==> src/rtl/spi_pkg.sv <==
// Shared types and constants for the SPI master sequencing controller.
package spi_pkg;

    localparam int unsigned STATE_W = 3;

    typedef enum logic [STATE_W-1:0] {
        IDLE  = 3'd0,
        SETUP = 3'd1,
        XFER  = 3'd2,
        HOLD  = 3'd3,
        DONE  = 3'd4
    } spi_state_e;

    // SPI mode constants, encoded as {CPOL, CPHA}.
    localparam logic [1:0] SPI_MODE0 = 2'b00;
    localparam logic [1:0] SPI_MODE1 = 2'b01;
    localparam logic [1:0] SPI_MODE2 = 2'b10;
    localparam logic [1:0] SPI_MODE3 = 2'b11;

endpackage

==> src/rtl/spi_master_ctrl_if.sv <==
// Host/datapath-facing signal bundle of spi_master_ctrl.
// master: the controller side; slave: the host/datapath side.
interface spi_master_ctrl_if;

    logic Start;
    logic CPOL;
    logic CPHA;
    logic Busy;
    logic Done;
    logic CS_n;
    logic SCLK;
    logic EnSIPO;
    logic SCLKEdgeFlg;
    logic ShiftFlg;
    logic LoadPISO;

    modport master (
        input  Start, CPOL, CPHA,
        output Busy, Done, CS_n, SCLK, EnSIPO, SCLKEdgeFlg, ShiftFlg, LoadPISO
    );

    modport slave (
        output Start, CPOL, CPHA,
        input  Busy, Done, CS_n, SCLK, EnSIPO, SCLKEdgeFlg, ShiftFlg, LoadPISO
    );

endinterface

==> src/rtl/spi_clk_div.sv <==
// Half-period counter for the SPI master: counts 0..ClkDiv-1 while enabled,
// flags the terminal count combinationally, clears synchronously.
module spi_clk_div #(
    parameter int unsigned ClkDiv = 4
) (
    input  logic clk,
    input  logic rst,
    input  logic en_i,
    input  logic clr_i,
    output logic tc_c_o
);

    localparam int unsigned    CNT_W    = (ClkDiv > 1) ? $clog2(ClkDiv) : 1;
    localparam logic [CNT_W-1:0] CNT_LAST = CNT_W'(ClkDiv - 1);

    logic [CNT_W-1:0] cnt_q;
    logic [CNT_W-1:0] cnt_d;

    assign tc_c_o = en_i && (cnt_q == CNT_LAST);

    // Next count: clear wins, otherwise wrap at terminal count.
    always_comb begin
        cnt_d = cnt_q;
        if (clr_i) begin
            cnt_d = '0;
        end else if (en_i) begin
            cnt_d = tc_c_o ? '0 : cnt_q + CNT_W'(1);
        end
    end

    // Counter register.
    always_ff @(posedge clk or posedge rst) begin
        if (rst) begin
            cnt_q <= '0;
        end else begin
            cnt_q <= cnt_d;
        end
    end

endmodule

==> src/rtl/spi_master_ctrl.sv <==
// SPI master sequencing controller: IDLE/SETUP/XFER/HOLD/DONE FSM, SCLK
// generation, edge counting and SIPO/PISO strobe decode.
// Optional feature macro: SPI_MODE_SEL_EN (honour CPOL/CPHA; otherwise mode 0).
module spi_master_ctrl
    import spi_pkg::*;
#(
    parameter int unsigned WordLen = 8,
    parameter int unsigned ClkDiv  = 4
) (
    input  logic               clk,
    input  logic               rst,
    spi_master_ctrl_if.master  bus
);

    localparam int unsigned       EDGE_W    = $clog2(2 * WordLen) + 1;
    localparam logic [EDGE_W-1:0] EDGE_LAST = EDGE_W'(2 * WordLen - 1);

    spi_state_e        state_q, state_d;
    logic [EDGE_W-1:0] edge_cnt_q, edge_cnt_d;
    logic              cpha_q, cpha_d;
    logic              sclk_q, sclk_d;
    logic              busy_q, busy_d;
    logic              done_q, done_d;
    logic              cs_n_q, cs_n_d;
    logic              en_sipo_q, en_sipo_d;

    logic [1:0]        mode_in_c;
    logic              run_c;
    logic              tc_c;
    logic              xfer_tc_c;
    logic              leading_c;
    logic              first_c;
    logic              last_c;
    logic              edge_flg_c;
    logic              shift_flg_c;
    logic              load_piso_c;

`ifdef SPI_MODE_SEL_EN
    assign mode_in_c = {bus.CPOL, bus.CPHA};
`else
    logic unused_mode_c;
    assign unused_mode_c = ^{bus.CPOL, bus.CPHA};
    assign mode_in_c     = SPI_MODE0;
`endif

    assign run_c = (state_q == SETUP) || (state_q == XFER) || (state_q == HOLD);

    spi_clk_div #(
        .ClkDiv (ClkDiv)
    ) u_clk_div (
        .clk    (clk),
        .rst    (rst),
        .en_i   (run_c),
        .clr_i  (!run_c),
        .tc_c_o (tc_c)
    );

    // Next state, edge count, latched phase and SCLK level.
    always_comb begin
        state_d    = state_q;
        edge_cnt_d = edge_cnt_q;
        cpha_d     = cpha_q;
        sclk_d     = sclk_q;
        unique case (state_q)
            IDLE: begin
                sclk_d     = mode_in_c[1];
                edge_cnt_d = '0;
                if (bus.Start) begin
                    state_d = SETUP;
                    cpha_d  = mode_in_c[0];
                end
            end
            SETUP: begin
                if (tc_c) state_d = XFER;
            end
            XFER: begin
                if (tc_c) begin
                    sclk_d     = !sclk_q;
                    edge_cnt_d = edge_cnt_q + EDGE_W'(1);
                    if (edge_cnt_q == EDGE_LAST) state_d = HOLD;
                end
            end
            HOLD: begin
                if (tc_c) state_d = DONE;
            end
            DONE: begin
                state_d = IDLE;
            end
            default: begin
                state_d = IDLE;
            end
        endcase
        busy_d    = (state_d == SETUP) || (state_d == XFER) || (state_d == HOLD);
        cs_n_d    = !busy_d;
        done_d    = (state_d == DONE);
        en_sipo_d = (state_d == XFER);
    end

    // State and registered outputs.
    always_ff @(posedge clk or posedge rst) begin
        if (rst) begin
            state_q    <= IDLE;
            edge_cnt_q <= '0;
            cpha_q     <= 1'b0;
            sclk_q     <= 1'b0;
            busy_q     <= 1'b0;
            done_q     <= 1'b0;
            cs_n_q     <= 1'b1;
            en_sipo_q  <= 1'b0;
        end else begin
            state_q    <= state_d;
            edge_cnt_q <= edge_cnt_d;
            cpha_q     <= cpha_d;
            sclk_q     <= sclk_d;
            busy_q     <= busy_d;
            done_q     <= done_d;
            cs_n_q     <= cs_n_d;
            en_sipo_q  <= en_sipo_d;
        end
    end

    // Strobes fire in the terminal-count cycle, i.e. as SCLK is about to toggle.
    // edge_cnt_q counts toggles already made, so even values mean a leading edge.
    assign xfer_tc_c   = (state_q == XFER) && tc_c;
    assign leading_c   = !edge_cnt_q[0];
    assign first_c     = (edge_cnt_q == '0);
    assign last_c      = (edge_cnt_q == EDGE_LAST);
    assign edge_flg_c  = xfer_tc_c && (cpha_q ? !leading_c : leading_c);
    assign shift_flg_c = xfer_tc_c && (cpha_q ? (leading_c && !first_c)
                                              : (!leading_c && !last_c));
    assign load_piso_c = (state_q == IDLE) && bus.Start && !rst;

    assign bus.Busy        = busy_q;
    assign bus.Done        = done_q;
    assign bus.CS_n        = cs_n_q;
    assign bus.SCLK        = sclk_q;
    assign bus.EnSIPO      = en_sipo_q;
    assign bus.SCLKEdgeFlg = edge_flg_c;
    assign bus.ShiftFlg    = shift_flg_c;
    assign bus.LoadPISO    = load_piso_c;

endmodule
==> src/flat_wrapper.sv <==
// flat-port wrapper written by rule: the top's interface ports become plain ports
module spi_master_ctrl_flat import spi_pkg::*;
#(
    parameter int unsigned WordLen = 8,
    parameter int unsigned ClkDiv  = 4
)
  (clk, rst, bus_Start, bus_CPOL, bus_CPHA, bus_Busy, bus_Done, bus_CS_n, bus_SCLK, bus_EnSIPO, bus_SCLKEdgeFlg, bus_ShiftFlg, bus_LoadPISO);
  spi_master_ctrl_if bus_i ();
  input  logic clk;
  input  logic rst;
  input wire logic [$bits(bus_i.Start)-1:0] bus_Start;
  input wire logic [$bits(bus_i.CPOL)-1:0] bus_CPOL;
  input wire logic [$bits(bus_i.CPHA)-1:0] bus_CPHA;
  output wire logic [$bits(bus_i.Busy)-1:0] bus_Busy;
  output wire logic [$bits(bus_i.Done)-1:0] bus_Done;
  output wire logic [$bits(bus_i.CS_n)-1:0] bus_CS_n;
  output wire logic [$bits(bus_i.SCLK)-1:0] bus_SCLK;
  output wire logic [$bits(bus_i.EnSIPO)-1:0] bus_EnSIPO;
  output wire logic [$bits(bus_i.SCLKEdgeFlg)-1:0] bus_SCLKEdgeFlg;
  output wire logic [$bits(bus_i.ShiftFlg)-1:0] bus_ShiftFlg;
  output wire logic [$bits(bus_i.LoadPISO)-1:0] bus_LoadPISO;
  assign bus_i.Start = bus_Start;
  assign bus_i.CPOL = bus_CPOL;
  assign bus_i.CPHA = bus_CPHA;
  assign bus_Busy = bus_i.Busy;
  assign bus_Done = bus_i.Done;
  assign bus_CS_n = bus_i.CS_n;
  assign bus_SCLK = bus_i.SCLK;
  assign bus_EnSIPO = bus_i.EnSIPO;
  assign bus_SCLKEdgeFlg = bus_i.SCLKEdgeFlg;
  assign bus_ShiftFlg = bus_i.ShiftFlg;
  assign bus_LoadPISO = bus_i.LoadPISO;
  spi_master_ctrl #(.WordLen(WordLen), .ClkDiv(ClkDiv)) u_core (.clk(clk), .rst(rst), .bus(bus_i));
endmodule
==> config.mk <==
export PLATFORM = sky130hd
export DESIGN_NAME = spi_master_ctrl_flat
export DESIGN_NICKNAME = d
export VERILOG_FILES = /design/src/rtl/spi_pkg.sv /design/src/rtl/spi_master_ctrl_if.sv /design/src/rtl/spi_clk_div.sv /design/src/rtl/spi_master_ctrl.sv /design/src/flat_wrapper.sv
export SDC_FILE = /design/constraint.sdc
export NUM_CORES = 1
export LEC_CHECK = 0
export BUFFER_PORTS_ARGS = -buffer_cell sky130_fd_sc_hd__buf_2
export CORE_AREA = 2 2 40 42
export CTS_BUF_LIST = sky130_fd_sc_hd__clkbuf_8
export CTS_CLUSTER_DIAMETER = 80
export CTS_CLUSTER_SIZE = 30
export DETAILED_ROUTE_END_ITERATION = 7
export DIE_AREA = 0 0 42 44
export PLACE_DENSITY = 0.76
export SLEW_MARGIN = 5
export SYNTH_ARGS = -nofsm -noshare
export SYNTH_HDL_FRONTEND = slang
export SYNTH_SLANG_ARGS = --single-unit
==> constraint.sdc <==
create_clock -name clk -period 1.9 [get_ports clk]
set_clock_uncertainty 0.2 [all_clocks]
set_input_delay 0.19 -clock clk [delete_from_list [all_inputs] [get_ports clk]]
set_output_delay 0.19 -clock clk [all_outputs]
set_load 0.05 [all_outputs]
Yosys cells after proc, flatten, opt, wreduce, memory -nomap -nowiden
Cells that the tools add are included.
Storage, ports and cells
  register bits after elaboration: 15
  bits of input ports: 5
  output and inout bits: 8
Cells by class
  add/sub/neg operators: 2
  equality and inequality tests: 10
  muxes and demuxes: 12
  reductions and logical operators: 19
Operator list (number)
  $mux 3: 5
  $eq 3x2->1 const B: 4
  $pmux 3 s4: 1
  $pmux 5 s2: 1
  $logic_and 1x1->1: 7
  $eq 3x1->1 const B: 2
  $add 5x1->5 const B: 1
  $eq 5x4->1 const B: 1
  $logic_not 1->1: 5
  $mux 5: 1
  $logic_or 1x1->1: 4
  $mux 2: 2
  $eq 3x3->1 const B: 1
  $logic_not 3->1: 1
  $add 2x1->2 const B: 1
  $eq 2x2->1 const B: 1
  $ne 2x1->1 const B: 1
  $pmux 1 s2: 1
  $reduce_and 2->1: 1
  $reduce_bool 2->1: 1
  $mux 1: 1

Logic depth before layout (Yosys ltp)
  depth in word-level cells: 10
  gate-level depth with buffers: 6
  gate-level depth less buffers: 6

Cells and area by module
From an unflattened synthesis, not the netlist that was laid out.
Unflattened totals
  cells, all modules: 78
  area total of the unflattened synthesis: 770.7 sq um
By module, submodules not included
  spi_master_ctrl: times used 1, cells each 68, area each 660.6 sq um, seq. area each 326.6 sq um
  spi_clk_div: times used 1, cells each 10, area each 110.1 sq um, seq. area each 50.0 sq um

Least setup slack after synthesis
OpenSTA, ideal clock, no wires.
  kind: reg-to-output
  start point: register u_core.state_q[1]
  end point: output bus_LoadPISO
  arrival: 1.965 ns
  required time: 1.510 ns
  slack: -0.455 ns
  stages on the path, launching flop included: 3
  buffers on the path: 0
  cells stage by stage: dfrtp_1 or3_4 nor3b_1
Between the ends
  cells in the longest elaborated chain, start to end: 3
RTL lines
  from (decl): line spi_master_ctrl.sv:18  | spi_state_e state_q, state_d;
  from (signal assigned): line spi_master_ctrl.sv:111  | state_q <= state_d;
  $logic_not 3->1: line spi_master_ctrl.sv:131  | assign load_piso_c = (state_q == IDLE) && bus.Start && !rst;
  $logic_and 1x1->1 (2 in a row): line spi_master_ctrl.sv:131
  to (decl): line flat_wrapper.sv:21  | output wire logic [$bits(bus_i.LoadPISO)-1:0] bus_LoadPISO;
Every way passes these cells.

Worst setup path in the final report
  start point: register u_core.state_q[2]
  end point: output bus_LoadPISO
The elaborated chain is that of the path after synthesis.

==> summary.txt <==
Outcome
  • Status: completed

Synthesis
  • Top_reg_cell synth: dfrtp_1
  • Syn Inst Count: 71
  • Synth Register Bits: 15
  • Yosys cell types: 29
  • Post-synthesis instance area: 746 um2
  • Post-synth EDFFs: 0
  • Syn_nets: 79
  • FFs w/ async S/R, synth: 100%
  • Seq/Total Area, Yosys: 50.5%
  • Average cell area after synthesis: 10.5 um2
  • YS warnings: 0

Routing
  • DRT Wirelength: 1600 um
  • DR vias/cell: 5.86
  • Pre-Repair DR Iteration Count: 4
  • Routed via count: 609
  • Drt drc: 0
  • Antenna-violating nets left: 0
  • DR WL/cell: 15.3 um
  • Number of DRC markers in iteration 0: 17

Floorplan
  • Initial Utilization: 52.6%
  • Die Area: 1850 um2
  • Die Y: 44 um
  • CORE AREA: 1420 um2
  • # rows: 14
  • IO Pins: 13
  • Die X: 42 um

STA
  • Worst-margin pin slew: 0.560 ns
  • Hold Slack: 0.146 ns
  • RSZ-0062 raised after global routing: yes
  • # setup viols final: 0
  • Period minus WS final: 1.87 ns
  • Worst setup margin: 0.0314 ns
  • Worst slew margin: 62.6%
  • Period utilization: 98.3%
  • Final Hold Vio Count: 0
  • Pins Over Slew Limit: 0
  • Maximum clock frequency: 0.535 GHz

Clock tree
  • Clk root buf: clkbuf_8
  • H-tree depth: 1
  • Clock Latency Late Sink: 0.25 ns
  • CTS max path bufs: 2
  • Num CTS Buffers: 3
  • TritonCTS clock tree: built
  • Clock sinks: 15
  • Clk slew on worst S/H paths: 0.06 ns

Worst setup path
  • Crit start category: flop
  • Reg2Reg Depth: 6
  • FF-to-FF End: u_core.edge_cnt_q[4]
  • Crit-path max FO: 6
  • Worst R2R Start: u_core.edge_cnt_q[1]
  • Critical Path AT: 1.48 ns
  • Worst endpoint required time: 1.51 ns
  • Crit path capture type: output pin
  • Flop2flop setup slack: 0.20 ns
  • WS Path Type: reg -> out

Layout
  • Layout cell share with drive strength beyond 1: 37.5%
  • Inserted Diodes: 0
  • Final Util: 67.4%
  • Final net count: 97
  • Non-Filler Instances: 104
  • Filler cells: 104
  • Layout area overhead: 28.2%

Placed design
  • Port bufs: 10
  • Gp weighted congestion: 0.789
  • Inst Count DP: 98
  • Pre-CTS setup slack: 0.108 ns
  • DP Wirelength: 1010 um

Run
  • Max-cap violations: 0

Pwr
  • Net Switching: 593 uW
  • Combinational fraction of design power: 45.0%
  • Clock power share: 18.5%
  • VDD IR max: 0.732 mV
  • Leak: 0.442 nW
  • Switch share: 42.3%
  • Total power: 1.40 mW
  • Sequential Power Share: 36.4%
  • Power per cell area: 1470 nW/um2
  • Internal power: 810 uW

Min path
  • Min-Delay Path Class: in -> reg
  • Hold_sp: bus_Start
  • Hold Path Sink: u_core.bus.CS_n
  • Hold Path Cell Cnt: 3

GRT
  • Vias in the first global route: 622
  • Largest net degree at the start of global routing: 16
  • Gr usage total: 19.5%
  • Antenna violations before repair: 0
  • Overflow after GRT: 0
  • First-pass GRT wire length: 2550 um
## power by group through the flow
stage | Clock, mW | Combinational, mW | Sequential [mW]
detailed placement | 0 | 0.591 | 0.501
global route | 0.280 | 0.675 | 0.521
global placement | 0 | 0.573 | 0.492
finish | 0.260 | 0.632 | 0.511
floorplan | 0 | 0.299 | 0.646
CTS | 0.270 | 0.605 | 0.497
## synthesized netlist by cell type (2+ instances only)
| master | number | area, um2 |
|---|---|---|
| o21ai_0 | 5 | 25.0 |
| or3_1 | 2 | 12.5 |
| a21oi_1 | 3 | 15.0 |
| buf_4 | 2 | 15.0 |
| ha_1 | 3 | 37.5 |
| dfrtp_1 | 14 | 350 |
| nor2b_1 | 4 | 25.0 |
| nand3_1 | 5 | 25.0 |
| nor4b_1 | 2 | 17.5 |
| nor3b_1 | 2 | 15.0 |
| nand2_1 | 6 | 22.5 |
| nor2_1 | 3 | 11.3 |
| inv_1 | 3 | 11.3 |
| and3_1 | 2 | 12.5 |
## logic make-up after synthesis
| logic type | after synthesis | share of synthesized area (%) |
|---|---|---|
| simple gates | 33 | 29.0 |
| flops | 15 | 50.5 |
| compound gates | 13 | 10.7 |
| buf+inv | 7 | 4.70 |
| fa+ha+maj | 3 | 5.03 |
## routing by layer
| metal | vias up | part of all wire (%) | track usage (%) | wire, um |
|---|---|---|---|---|
| met3 | 4 | 5.5 | 5.00 | 88 |
| li1 | 285 | - | - | - |
| met5 | - | 0 | 0 | 0 |
| met2 | 23 | 50 | 32.2 | 801 |
| met4 | 0 | 1.6 | 16.1 | 25 |
| met1 | 297 | 43 | 21.2 | 679 |
## layout make-up
type | instances | area, um2 | area share (%)
clock buffer | 3 | 41.3 | 4.32
inverter | 3 | 11.3 | 1.18
tap | 16 | 20.0 | 2.09
clock inverter | 1 | 5.00 | 0.524
sequential | 15 | 379 | 39.7
timing repair buffer | 17 | 120 | 12.6
multi-input combinational | 49 | 379 | 39.7
## worst max-delay path, stage by stage (launching register included)
cell and delay [ns]:
dfrtp_2 0.44, or3_4 0.42, nor3b_2 0.18, buf_6 0.18
## cell usage in the layout, fill, tap and decap left out, drive strengths merged
cell type    count
nor3             1
a21boi           1
dlygate4sd3      1
clkinv           1
dfrtp           14
or3              3
nor4             1
and2             1
a21o             1
buf             15
nand3            5
nand4bb          1
ha               3
nand2            6
and3             2
nor2             3
dfstp            1
or2              1
nor3b            2
a211oi           1
inv              3
and4bb           1
nor4b            2
a311oi           1
nor2b            4
clkbuf           4
o21ai            5
a22o             1
a21oi            3
## registers in the layout (all words and copies together), names as in the netlist
name                    flops
u_core.bus.Done             1
u_core.bus.Busy             1
u_core.bus.CS_n             1
u_core.u_clk_div.cnt_q      2
u_core.bus.EnSIPO           1
u_core.bus.SCLK             1
u_core.state_q              3
u_core.edge_cnt_q           5
## how the worst max path moves through the flow
stage,from,endpoint,slack (ns),depth (start not counted)
global placement,u_core.edge_cnt_q[0],bus_ShiftFlg,0.16,5
detailed placement,u_core.edge_cnt_q[0],u_core.edge_cnt_q[4],0.11,6
floorplan,u_core.state_q[1],bus_LoadPISO,0.04,2
finish,u_core.state_q[2],bus_LoadPISO,0.03,3
global route,u_core.state_q[1],bus_ShiftFlg,-0.02,5
CTS,u_core.state_q[2],bus_LoadPISO,0.007,3
## through the flow
stage	area (um2)	setup TNS, ns
2_1_floorplan	753	0
3_3_place_gp	837	0
3_5_place_dp	837	0
4_1_cts	910	0
5_1_grt	956	-0.0266
6_report	956	0
## timing repair
action / 4_1_cts / 5_1_grt
hold buffers: 1 / 0
gates resized for setup: 6 / 8
endpoints found under the setup margin: 3 / 4
setup buffers: 0 / 1
hold endpoints to repair: 14 / 0
(Power assumes the default switching activity.)
